===== src/rtl/axi_pkg.sv =====
// Shared AXI constants, read-state encoding and burst legality helper.
// Used by the read slave and the burst address generator.
package axi_pkg;

  localparam logic [1:0] BURST_FIXED = 2'b00;
  localparam logic [1:0] BURST_INCR  = 2'b01;
  localparam logic [1:0] BURST_WRAP  = 2'b10;

  localparam logic [1:0] RESP_OKAY   = 2'b00;
  localparam logic [1:0] RESP_EXOKAY = 2'b01;
  localparam logic [1:0] RESP_SLVERR = 2'b10;
  localparam logic [1:0] RESP_DECERR = 2'b11;

  localparam logic [1:0] LOCK_NORMAL = 2'b00;
  localparam logic [1:0] LOCK_EXCL   = 2'b01;

  typedef enum logic [1:0] {
    RD_IDLE,
    RD_FETCH,
    RD_LOAD,
    RD_SEND
  } rd_state_t;

  // Wrap bursts need a power-of-two beat count and a size-aligned start.
  function automatic logic burst_bad(
    input logic [1:0] burst,
    input logic [3:0] len,
    input logic [2:0] size,
    input logic [1:0] addr_lo
  );
    logic bad_len;
    logic bad_align;
    bad_len   = !(len == 4'd1 || len == 4'd3 ||
                  len == 4'd7 || len == 4'd15);
    bad_align = (size == 3'd1 && addr_lo[0]) ||
                (size == 3'd2 && addr_lo != 2'b00);
    return (burst == 2'b11) || (size > 3'd2) ||
           (burst == BURST_WRAP && (bad_len || bad_align));
  endfunction

endpackage


===== src/rtl/axi_read_slave_if.sv =====
// AXI3 read address / read data channel bundle.
// Master drives AR and RREADY; slave drives ARREADY and R.
interface axi_read_slave_if #(
  parameter int ADDR_W = 32,
  parameter int DATA_W = 32,
  parameter int ID_W   = 4
);
  logic [ID_W-1:0]   ARID;
  logic [ADDR_W-1:0] ARADDR;
  logic [3:0]        ARLEN;
  logic [2:0]        ARSIZE;
  logic [1:0]        ARBURST;
  logic [1:0]        ARLOCK;
  logic [3:0]        ARCACHE;
  logic [2:0]        ARPROT;
  logic              ARVALID;
  logic              ARREADY;
  logic [ID_W-1:0]   RID;
  logic [DATA_W-1:0] RDATA;
  logic [1:0]        RRESP;
  logic              RLAST;
  logic              RVALID;
  logic              RREADY;

  modport master (
    output ARID, ARADDR, ARLEN, ARSIZE, ARBURST,
    output ARLOCK, ARCACHE, ARPROT, ARVALID, RREADY,
    input  ARREADY, RID, RDATA, RRESP, RLAST, RVALID
  );

  modport slave (
    input  ARID, ARADDR, ARLEN, ARSIZE, ARBURST,
    input  ARLOCK, ARCACHE, ARPROT, ARVALID, RREADY,
    output ARREADY, RID, RDATA, RRESP, RLAST, RVALID
  );
endinterface


===== src/rtl/axi_burst_addr_gen.sv =====
// Combinational next-beat address for FIXED / INCR / WRAP bursts.
// Shared between the read and write slaves.
module axi_burst_addr_gen
  import axi_pkg::*;
#(
  parameter int ADDR_W = 32
) (
  input  logic [ADDR_W-1:0] addr,
  input  logic [2:0]        size,
  input  logic [3:0]        len,
  input  logic [1:0]        burst,
  output logic [ADDR_W-1:0] next_addr
);

  logic [ADDR_W-1:0] step;
  logic [ADDR_W-1:0] incr;
  logic [ADDR_W-1:0] mask;

  assign step = ADDR_W'(1) << size;
  assign incr = addr + step;
  // Wrap window is (len+1) beats, a power of two for legal bursts.
  assign mask = ((ADDR_W'(len) + ADDR_W'(1)) << size) - ADDR_W'(1);

  always_comb begin
    next_addr = incr;
    unique case (1'b1)
      burst == BURST_FIXED: next_addr = addr;
      burst == BURST_WRAP:  next_addr = (addr & ~mask) | (incr & mask);
      default:              next_addr = incr;
    endcase
  end

endmodule


===== src/rtl/axi_read_slave.sv =====
// AXI3 read responder: one AR at a time, one memory fetch per beat.
// Define AXI_READ_SLV_EXCL_EN to answer exclusive reads with EXOKAY.
module axi_read_slave
  import axi_pkg::*;
#(
  parameter int ADDR_W = 32,
  parameter int DATA_W = 32,
  parameter int ID_W   = 4
) (
  input  logic              ACLK,
  input  logic              ARESET,
  axi_read_slave_if.slave   bus,
  output logic              mem_rd_en,
  output logic [ADDR_W-1:0] mem_addr,
  input  logic [DATA_W-1:0] mem_rdata
);

  rd_state_t state, next_state;

  logic [ADDR_W-1:0] addr_q;
  logic [ADDR_W-1:0] next_addr;
  logic [3:0]        len_q;
  logic [3:0]        cnt_q;
  logic [2:0]        size_q;
  logic [1:0]        burst_q;
  logic              bad_q;
  logic [ID_W-1:0]   rid_q;
  logic [DATA_W-1:0] rdata_q;
  logic [1:0]        rresp_q;
  logic              rlast_q;
  logic [1:0]        ok_resp;
  logic              unused_ok;

  axi_burst_addr_gen #(.ADDR_W(ADDR_W)) u_addr_gen (
    .addr      (addr_q),
    .size      (size_q),
    .len       (len_q),
    .burst     (burst_q),
    .next_addr (next_addr)
  );

`ifdef AXI_READ_SLV_EXCL_EN
  logic [1:0] lock_q;
  assign ok_resp = (lock_q == LOCK_EXCL) ? RESP_EXOKAY : RESP_OKAY;
  always_ff @(posedge ACLK) begin
    if (ARESET)
      lock_q <= LOCK_NORMAL;
    else if (state == RD_IDLE && bus.ARVALID)
      lock_q <= bus.ARLOCK;
  end
`else
  assign ok_resp = RESP_OKAY;
`endif

  assign unused_ok = ^{bus.ARCACHE, bus.ARPROT, bus.ARLOCK};

  always_ff @(posedge ACLK) begin
    if (ARESET) state <= RD_IDLE;
    else        state <= next_state;
  end

  always_comb begin
    next_state = state;
    unique case (state)
      RD_IDLE:  if (bus.ARVALID) next_state = RD_FETCH;
      RD_FETCH: next_state = RD_LOAD;
      RD_LOAD:  next_state = RD_SEND;
      RD_SEND:
        if (bus.RREADY)
          next_state = rlast_q ? RD_IDLE : RD_FETCH;
      default:  next_state = RD_IDLE;
    endcase
  end

  always_ff @(posedge ACLK) begin
    if (ARESET) begin
      addr_q  <= '0;
      len_q   <= '0;
      cnt_q   <= '0;
      size_q  <= '0;
      burst_q <= '0;
      bad_q   <= 1'b0;
      rid_q   <= '0;
      rdata_q <= '0;
      rresp_q <= RESP_OKAY;
      rlast_q <= 1'b0;
    end else begin
      unique case (state)
        RD_IDLE:
          if (bus.ARVALID) begin
            addr_q  <= bus.ARADDR;
            len_q   <= bus.ARLEN;
            cnt_q   <= '0;
            size_q  <= bus.ARSIZE;
            burst_q <= bus.ARBURST;
            rid_q   <= bus.ARID;
            bad_q   <= burst_bad(bus.ARBURST, bus.ARLEN,
                                 bus.ARSIZE, bus.ARADDR[1:0]);
          end
        RD_LOAD: begin
          rdata_q <= bad_q ? '0 : mem_rdata;
          rresp_q <= bad_q ? RESP_SLVERR : ok_resp;
          rlast_q <= (cnt_q == len_q);
        end
        RD_SEND:
          if (bus.RREADY) begin
            if (rlast_q) begin
              rlast_q <= 1'b0;
            end else begin
              addr_q <= next_addr;
              cnt_q  <= cnt_q + 4'd1;
            end
          end
        default: ;
      endcase
    end
  end

  assign bus.ARREADY = (state == RD_IDLE) && !ARESET;
  assign bus.RVALID  = (state == RD_SEND);
  assign bus.RID     = rid_q;
  assign bus.RDATA   = rdata_q;
  assign bus.RRESP   = rresp_q;
  assign bus.RLAST   = rlast_q;
  assign mem_rd_en   = (state == RD_FETCH) && !bad_q;
  assign mem_addr    = addr_q;

endmodule


===== src/flat_wrapper.sv =====
// flat-port wrapper written by rule: the top's interface ports become plain ports
module axi_read_slave_flat import axi_pkg::*;
#(
  parameter int ADDR_W = 32,
  parameter int DATA_W = 32,
  parameter int ID_W   = 4
)
  (ACLK, ARESET, mem_rd_en, mem_addr, mem_rdata, bus_ARID, bus_ARADDR, bus_ARLEN, bus_ARSIZE, bus_ARBURST, bus_ARLOCK, bus_ARCACHE, bus_ARPROT, bus_ARVALID, bus_RREADY, bus_ARREADY, bus_RID, bus_RDATA, bus_RRESP, bus_RLAST, bus_RVALID);
  axi_read_slave_if #(.ADDR_W(ADDR_W), .DATA_W(DATA_W), .ID_W(ID_W)) bus_i ();
  input  logic ACLK;
  input  logic ARESET;
  output logic mem_rd_en;
  output logic [ADDR_W-1:0] mem_addr;
  input  logic [DATA_W-1:0] mem_rdata;
  input wire logic [$bits(bus_i.ARID)-1:0] bus_ARID;
  input wire logic [$bits(bus_i.ARADDR)-1:0] bus_ARADDR;
  input wire logic [$bits(bus_i.ARLEN)-1:0] bus_ARLEN;
  input wire logic [$bits(bus_i.ARSIZE)-1:0] bus_ARSIZE;
  input wire logic [$bits(bus_i.ARBURST)-1:0] bus_ARBURST;
  input wire logic [$bits(bus_i.ARLOCK)-1:0] bus_ARLOCK;
  input wire logic [$bits(bus_i.ARCACHE)-1:0] bus_ARCACHE;
  input wire logic [$bits(bus_i.ARPROT)-1:0] bus_ARPROT;
  input wire logic [$bits(bus_i.ARVALID)-1:0] bus_ARVALID;
  input wire logic [$bits(bus_i.RREADY)-1:0] bus_RREADY;
  output wire logic [$bits(bus_i.ARREADY)-1:0] bus_ARREADY;
  output wire logic [$bits(bus_i.RID)-1:0] bus_RID;
  output wire logic [$bits(bus_i.RDATA)-1:0] bus_RDATA;
  output wire logic [$bits(bus_i.RRESP)-1:0] bus_RRESP;
  output wire logic [$bits(bus_i.RLAST)-1:0] bus_RLAST;
  output wire logic [$bits(bus_i.RVALID)-1:0] bus_RVALID;
  assign bus_i.ARID = bus_ARID;
  assign bus_i.ARADDR = bus_ARADDR;
  assign bus_i.ARLEN = bus_ARLEN;
  assign bus_i.ARSIZE = bus_ARSIZE;
  assign bus_i.ARBURST = bus_ARBURST;
  assign bus_i.ARLOCK = bus_ARLOCK;
  assign bus_i.ARCACHE = bus_ARCACHE;
  assign bus_i.ARPROT = bus_ARPROT;
  assign bus_i.ARVALID = bus_ARVALID;
  assign bus_i.RREADY = bus_RREADY;
  assign bus_ARREADY = bus_i.ARREADY;
  assign bus_RID = bus_i.RID;
  assign bus_RDATA = bus_i.RDATA;
  assign bus_RRESP = bus_i.RRESP;
  assign bus_RLAST = bus_i.RLAST;
  assign bus_RVALID = bus_i.RVALID;
  axi_read_slave #(.ADDR_W(ADDR_W), .DATA_W(DATA_W), .ID_W(ID_W)) u_core (.ACLK(ACLK), .ARESET(ARESET), .bus(bus_i), .mem_rd_en(mem_rd_en), .mem_addr(mem_addr), .mem_rdata(mem_rdata));
endmodule

===== config.mk =====
export PLATFORM = sky130hd
export DESIGN_NAME = axi_read_slave_flat
export DESIGN_NICKNAME = d
export VERILOG_FILES = /design/src/rtl/axi_pkg.sv /design/src/rtl/axi_read_slave_if.sv /design/src/rtl/axi_burst_addr_gen.sv /design/src/rtl/axi_read_slave.sv /design/src/flat_wrapper.sv
export SDC_FILE = /design/constraint.sdc
export NUM_CORES = 1
export LEC_CHECK = 0
export ABC_AREA = 0
export CORE_MARGIN = 3
export CORE_UTILIZATION = 51
export CTS_CLUSTER_SIZE = 12
export DETAILED_ROUTE_END_ITERATION = 8
export GPL_TIMING_DRIVEN = 0
export PLACE_DENSITY_LB_ADDON = 0.1
export SYNTH_ARGS = -nofsm -noshare
export SYNTH_HDL_FRONTEND = slang
export SYNTH_SLANG_ARGS = --single-unit
export TNS_END_PERCENT = 100

===== constraint.sdc =====
create_clock -name ACLK -period 8.85 [get_ports ACLK]
set_clock_uncertainty 0.15 [all_clocks]
set_input_delay 0.885 -clock ACLK [delete_from_list [all_inputs] [get_ports ACLK]]
set_output_delay 0.885 -clock ACLK [all_outputs]
set_load 0.02 [all_outputs]

==> flow_summary_export.csv, run 1 <==
group,metric,value,unit
status,status,"completed",
placement,numPortBuffers,153,
final_layout,syn2layout_area_growth,36.44,%
floorplanning,start_util,0.5294,
yosys,synth-edff-count,0,
floorplanning,dieArea,11540,um^2
yosys,syn_area,5246,um^2
timing,period_needed,4.110,ns
pwr,cellPowerDensity,273.8,nW/um^2
yosys,synth.distinct_cells,74,
floorplanning,boundaryPins,164,
timing,fin_crit_sh,0.4644,
clock_tree,clk_path_buf_depth,2,
timing,whs,0.3177,ns
critical_path,rrSetupSlack,4.75,ns
critical_path,crit_type,"in2out",
yosys,synth_top_area_share,0.3282,
yosys,yosysSeqAreaShare,0.3282,
yosys,syn_nets,807,
detailed_routing,drc,0,
detailed_routing,drt_pre_antenna_iters,5,
detailed_routing,vias_per_cell,5.767,
final_layout,num-fill-cells,817,
global_routing,grt_pass1_wl,26800,um
timing,worst_slew_pin_slew,0.7618,ns
final_layout,drive_gt1_frac,0.04724,
detailed_routing,top_layer,"met4",
yosys,ys_ff_latch,86,
global_routing,grt_max_degree,18,
yosys,synth_most_common_cell,"a21oi_1",
final_layout,finalNetCount,971,
critical_path,cp_max_fo,10,
final_layout,n_antenna_cell,0,
min_path,hold_class,"reg2reg",
global_routing,grt_usage,0.2857,
global_routing,grt_overflow_total,0,
detailed_routing,drt-total-wl,17060,um
detailed_routing,avgRoutedWirePerCell,17.04,um
placement,gp_congestion,0.9196,
clock_tree,postCtsResizedCells,0,
detailed_routing,wl_met2,8153,um
critical_path,start_kind,"primary input",
yosys,synthTopCellsByArea,"dfxtp_1, a21oi_1, nor2b_1, nor2_1, nand2_1",
flow_run,drv_cap,0,
timing,setup_viol,0,
yosys,synthCells,699,
clock_tree,clk_latency,0.36,ns
timing,rsz0062_at_grt,"no",
timing,hold_viol,0,
clock_tree,clkTransAtPathRegs,0.09,ns
detailed_routing,drt_iter0_markers,405,
yosys,synth_ff_type,"dfxtp_1",
clock_tree,numCtsBuffers,9,
yosys,async_flop_share,0,
timing,fmax,243.3,MHz
yosys,synth_area_leader_cell,"dfxtp_1",
pwr,p_leak,2.749,nW
detailed_routing,ant_nets,0,
detailed_routing,met1_length,6935,um
global_routing,grt_antenna_before_repair,0,
floorplanning,die_h,107.4,um
floorplanning,core,9910,um^2
timing,finalSetupTns,0,ns
clock_tree,cts.htree.levels,3,
critical_path,critPathRequiredTime,7.82,ns
timing,slew_violations,0,
detailed_routing,dr_total_vias,5773,
timing,slew_headroom,0.4897,
clock_tree,postCtsSetupBuffers,0,
critical_path,arrival,3.07,ns
placement,dpl.hpwl,12840,um
critical_path,endpoint_kind,"output port",
floorplanning,die_x,107.4,um
yosys,ys_top_cells_by_count,"a21oi_1, dfxtp_1, nor2_1, nand2_1, nor2b_1",
floorplanning,rows,36,
clock_tree,numClockSinks,86,
detailed_routing,wl_met3,1631,um
yosys,synth_area_per_cell,7.505,um^2
clock_tree,root_buffer,"clkbuf_8",
clock_tree,cts_tree,"done",
global_routing,grt_pass1_vias,5525,
yosys,ys_warn_count,0,
clock_tree,cts_hold_buf,0,
pwr,peakVddDrop,0.0001681,V
[cell families after synthesis]
kind of cell             Yosys count  share of synthesized area
other                              1                  0.0007148
adder cells (fa/ha/maj)           18                    0.04436
AND/OR/NAND/NOR                  298                     0.2786
AO/OA/AOI/OAI                    208                     0.2514
flip-flops                        86                     0.3282
multiplexers                       8                    0.01526
buffers and inverters             59                    0.04650
XOR/XNOR                          21                    0.03506
[per-stage QoR]
| stage | utilization | instance area (um^2) | cells | setup slack (ns) | power (mW) |
|---|---|---|---|---|---|
| 2_1_floorplan | - | 5246 | 699 | 5.490 | 1.256 |
| 3_3_place_gp | 0.7008 | 6944 | 985 | 4.811 | 1.612 |
| 3_5_place_dp | 0.7008 | 6944 | 985 | 4.795 | 1.647 |
| 4_1_cts | 0.7223 | 7158 | 1001 | 4.777 | 1.948 |
| 5_1_grt | 0.7223 | 7158 | 1001 | 4.479 | 2.085 |
| 6_report | 0.7223 | 7158 | 1001 | 4.740 | 1.960 |
[where the power goes]
group          switching [mW]  internal, mW
logic                   0.617         0.451
clock network           0.163         0.137
registers               0.104         0.487
total                   0.885          1.08
[worst max-delay path, cell delays in order]
cell             delay (ns)
clkdlybuf4s50_1        0.54
buf_1                  0.53
buf_1                  0.45
nor2_1                 0.09
clkdlybuf4s50_1        0.57
[routing by layer]
layer  vias to the layer above  GRT usage
met1                      2667     0.3611
met4                         0    0.09197
met5                         -          0
li1                       2787          -
met2                       286     0.4844
met3                        33    0.06239
[area by class of cell]
cell class,instances,area [um^2],share of cell area
sequential,86,1722,0.2405
buffer,43,183.9,0.02569
inverter,16,60.06,0.008390
clock inverter,7,90.09,0.01259
timing repair buffer,153,1531,0.2139
multi-input combinational,554,3281,0.4583
tap,133,166.4,0.02325
clock buffer,9,123.9,0.01730
[worst paths after layout]
check | from | end | cells after the start
setup / recovery | ARESET | bus_ARREADY | 5
hold reg to reg | u_core.bus.RID[2] | u_core.bus.RID[2] | 2
setup reg to reg | u_core.size_q[2] | register | 15
hold / removal | u_core.bus.RID[2] | u_core.bus.RID[2] | 2
[placed cells by master, fill, tap and decap left out, types with 4 or more instances in the layout]
cell type and instances:
nor3_1 18, mux2i_1 8, nor2b_1 51, o21ai_1 4, o21ai_0 38, a211oi_1 9, xnor2_1 11, inv_1 15
a21oi_1 93, and2_1 5, clkbuf_1 32, nand2_1 74, a21o_1 4, and4_1 5, nor2_1 84, xor2_1 10
clkdlybuf4s50_1 153, nand2b_1 8, nand4_1 8, clkbuf_8 9, o21a_1 5, ha_1 17, o22ai_1 4, nand3_1 22
dfxtp_1 86, buf_1 4, and3_1 9, a31oi_1 9
No activity file was read; power rests on OpenSTA's default activity.
==> inputs of run 2 (changes only) <==
--- a/config.mk
+++ b/config.mk
@@ -7,7 +7,7 @@
 export LEC_CHECK = 0
 export ABC_AREA = 0
 export CORE_MARGIN = 3
-export CORE_UTILIZATION = 51
+export CORE_UTILIZATION = 43
 export CTS_CLUSTER_SIZE = 12
 export DETAILED_ROUTE_END_ITERATION = 8
 export GPL_TIMING_DRIVEN = 0
==> constraint.sdc (replaced) <==
create_clock -name ACLK -period 3.5 [get_ports ACLK]
set_clock_uncertainty 0.15 [all_clocks]
set_input_delay 0.35 -clock ACLK [delete_from_list [all_inputs] [get_ports ACLK]]
set_output_delay 0.35 -clock ACLK [all_outputs]
set_load 0.02 [all_outputs]
==> flow_summary_export.csv, run 2 (synthesized netlist as in run 1, its figures left out) <==
group,metric,value,unit
status,status,"completed",
placement,place_ws,-0.5705,ns
global_routing,grt_max_degree,20,
floorplanning,die_x,116.5,um
clock_tree,cts_tree,"done",
placement,placed_cells,995,
detailed_routing,drt-total-wl,17280,um
pwr,cellPowerDensity,706.4,nW/um^2
final_layout,n_antenna_cell,0,
global_routing,grt_usage,0.2506,
floorplanning,start_util,0.4498,
detailed_routing,avgRoutedWirePerCell,17.07,um
floorplanning,die_h,116.5,um
final_layout,syn2layout_area_growth,40.21,%
detailed_routing,dr_total_vias,5708,
floorplanning,core,11660,um^2
timing,fin_crit_sh,0.9425,
final_layout,layout_commonest_cell,"clkdlybuf4s50_1",
critical_path,worst-path-buf-inv,3,
detailed_routing,ant_nets,0,
timing,hold_viol,0,
clock_tree,clk_path_buf_depth,2,
flow_run,drv_cap,0,
detailed_routing,drt_iter0_markers,409,
detailed_routing,drt_pre_antenna_iters,5,
clock_tree,clkTransAtPathRegs,0.06,ns
critical_path,critPathRequiredTime,3.56,ns
global_routing,grt_antenna_before_repair,0,
final_layout,finalNetCount,973,
pwr,peakVddDrop,0.0004545,V
critical_path,start_kind,"register",
timing,fmax,303.1,MHz
global_routing,grt_overflow_total,0,
final_layout,finalNonFillerCells,1012,
clock_tree,clk_latency,0.35,ns
critical_path,reg2regPathDepth,15,
critical_path,cp_top_family,"compound AO/OA/AOI/OAI gates",
floorplanning,rows,39,
timing,whs,0.3107,ns
critical_path,crit_type,"reg2reg",
floorplanning,dieArea,13560,um^2
critical_path,timing.critical_path.from,"u_core.size_q[1]",
critical_path,path_depth,15,
final_layout,num-fill-cells,1048,
timing,slew_headroom,0.4862,
clock_tree,numClockSinks,86,
critical_path,crit_chain,"buf_2, buf_4, nor3_2, ha_2, inv_1, fa_2, nor2b_2, o21a_1, o21ai_2, a31oi_4, and3_4, nand3_1, xnor2_1, a311oi_1, nor3_1",
timing,finalSetupTns,0,ns
placement,numPortBuffers,153,
clock_tree,cts.htree.levels,3,
critical_path,critPathSlowestCell,"fa_2",
global_routing,grt_pass1_vias,5529,
timing,fin_ws,0.2012,ns
clock_tree,cts_hold_buf,0,
timing,setup_viol,0,
timing,worst_slew_pin_slew,0.7707,ns
global_routing,grt_pass1_wl,26900,um
clock_tree,root_buffer,"clkbuf_16",
detailed_routing,drc,0,
min_path,hold_class,"reg2reg",
critical_path,rrSetupSlack,0.20,ns
placement,place_area,6957,um^2
critical_path,endpoint_kind,"register",
detailed_routing,vias_per_cell,5.640,
final_layout,stdcell_area,7356,um^2
critical_path,cp_max_fo,10,
timing,period_needed,3.299,ns
final_layout,drive_gt1_frac,0.07135,
placement,dpl.hpwl,12990,um
floorplanning,boundaryPins,164,
timing,rsz0062_at_grt,"yes",
pwr,p_leak,2.825,nW
placement,gp_congestion,0.8894,
final_layout,final_cell_mix,"clkdlybuf4s50_1, a21oi_1, dfxtp_1",
critical_path,crit_path_max_incr_delay,0.35,ns
timing,slew_violations,0,
critical_path,r2r_start,"u_core.size_q[1]",
clock_tree,numCtsBuffers,9,
critical_path,arrival,3.36,ns
[run 2: repair_timing]
item	CTS	global route
pin swaps	1	4
buffers inserted	2	1
endpoints found under the setup margin	18	18
cloned	0	0
resized for setup	8	22
[run 2: final cells by class]
class                           count  area (um^2)  area share
Buffer                             42        192.7     0.02619
Clock buffer                        9        225.2     0.03062
Clock inverter                      6        71.32    0.009696
Inverter                           16        60.06    0.008165
Multi-Input combinational cell    554         3347      0.4550
Sequential cell                    86         1723      0.2342
Tap cell                          143        178.9     0.02432
Timing Repair Buffer              156         1558      0.2118
[run 2: worst min path at each step]
stage | from | end | cells past startpoint
after floorplan | u_core.burst_q[0] | u_core.burst_q[0] | 2
after global placement | u_core.bus.RID[2] | u_core.bus.RID[2] | 2
after detailed placement | u_core.bus.RID[3] | u_core.bus.RID[3] | 2
after CTS | u_core.bus.RID[1] | u_core.bus.RID[1] | 2
after global routing | u_core.bus.RID[1] | u_core.bus.RID[1] | 2
final | u_core.bus.RID[1] | u_core.bus.RID[1] | 2
[run 2: power by group]
part | switching (mW) | total, mW | internal (mW) | leakage, nW
registers | 0.256 | 1.49 | 1.23 | 0.704
logic | 1.57 | 2.73 | 1.16 | 1.98
clock network | 0.423 | 0.979 | 0.557 | 0.144
total | 2.25 | 5.20 | 2.95 | 2.83
[run 2: per-stage QoR]
step	power, mW	utilization
2_1_floorplan	3.176	-
3_3_place_gp	4.112	0.5965
3_5_place_dp	4.170	0.5965
4_1_cts	5.165	0.6248
5_1_grt	5.526	0.6307
6_report	5.196	0.6307
[run 2: worst reg2reg max path, cell delays in order, from the launching register on]
cell      delay [ns]
dfxtp_1         0.31
buf_2           0.18
buf_4           0.20
nor3_2          0.16
ha_2            0.21
inv_1           0.06
fa_2            0.35
nor2b_2         0.13
o21a_1          0.17
o21ai_2         0.10
a31oi_4         0.30
and3_4          0.25
nand3_1         0.10
xnor2_1         0.14
a311oi_1        0.28
nor3_1          0.08
[run 2: metal layers]
metal / track usage / part of all wire / vias up
met1: 0.3209 / 0.43 / 2668
li1: - / - / 2780
met5: 0 / 0 / -
met3: 0.07772 / 0.083 / 27
met4: 0.07347 / 0.019 / 0
met2: 0.4069 / 0.47 / 233
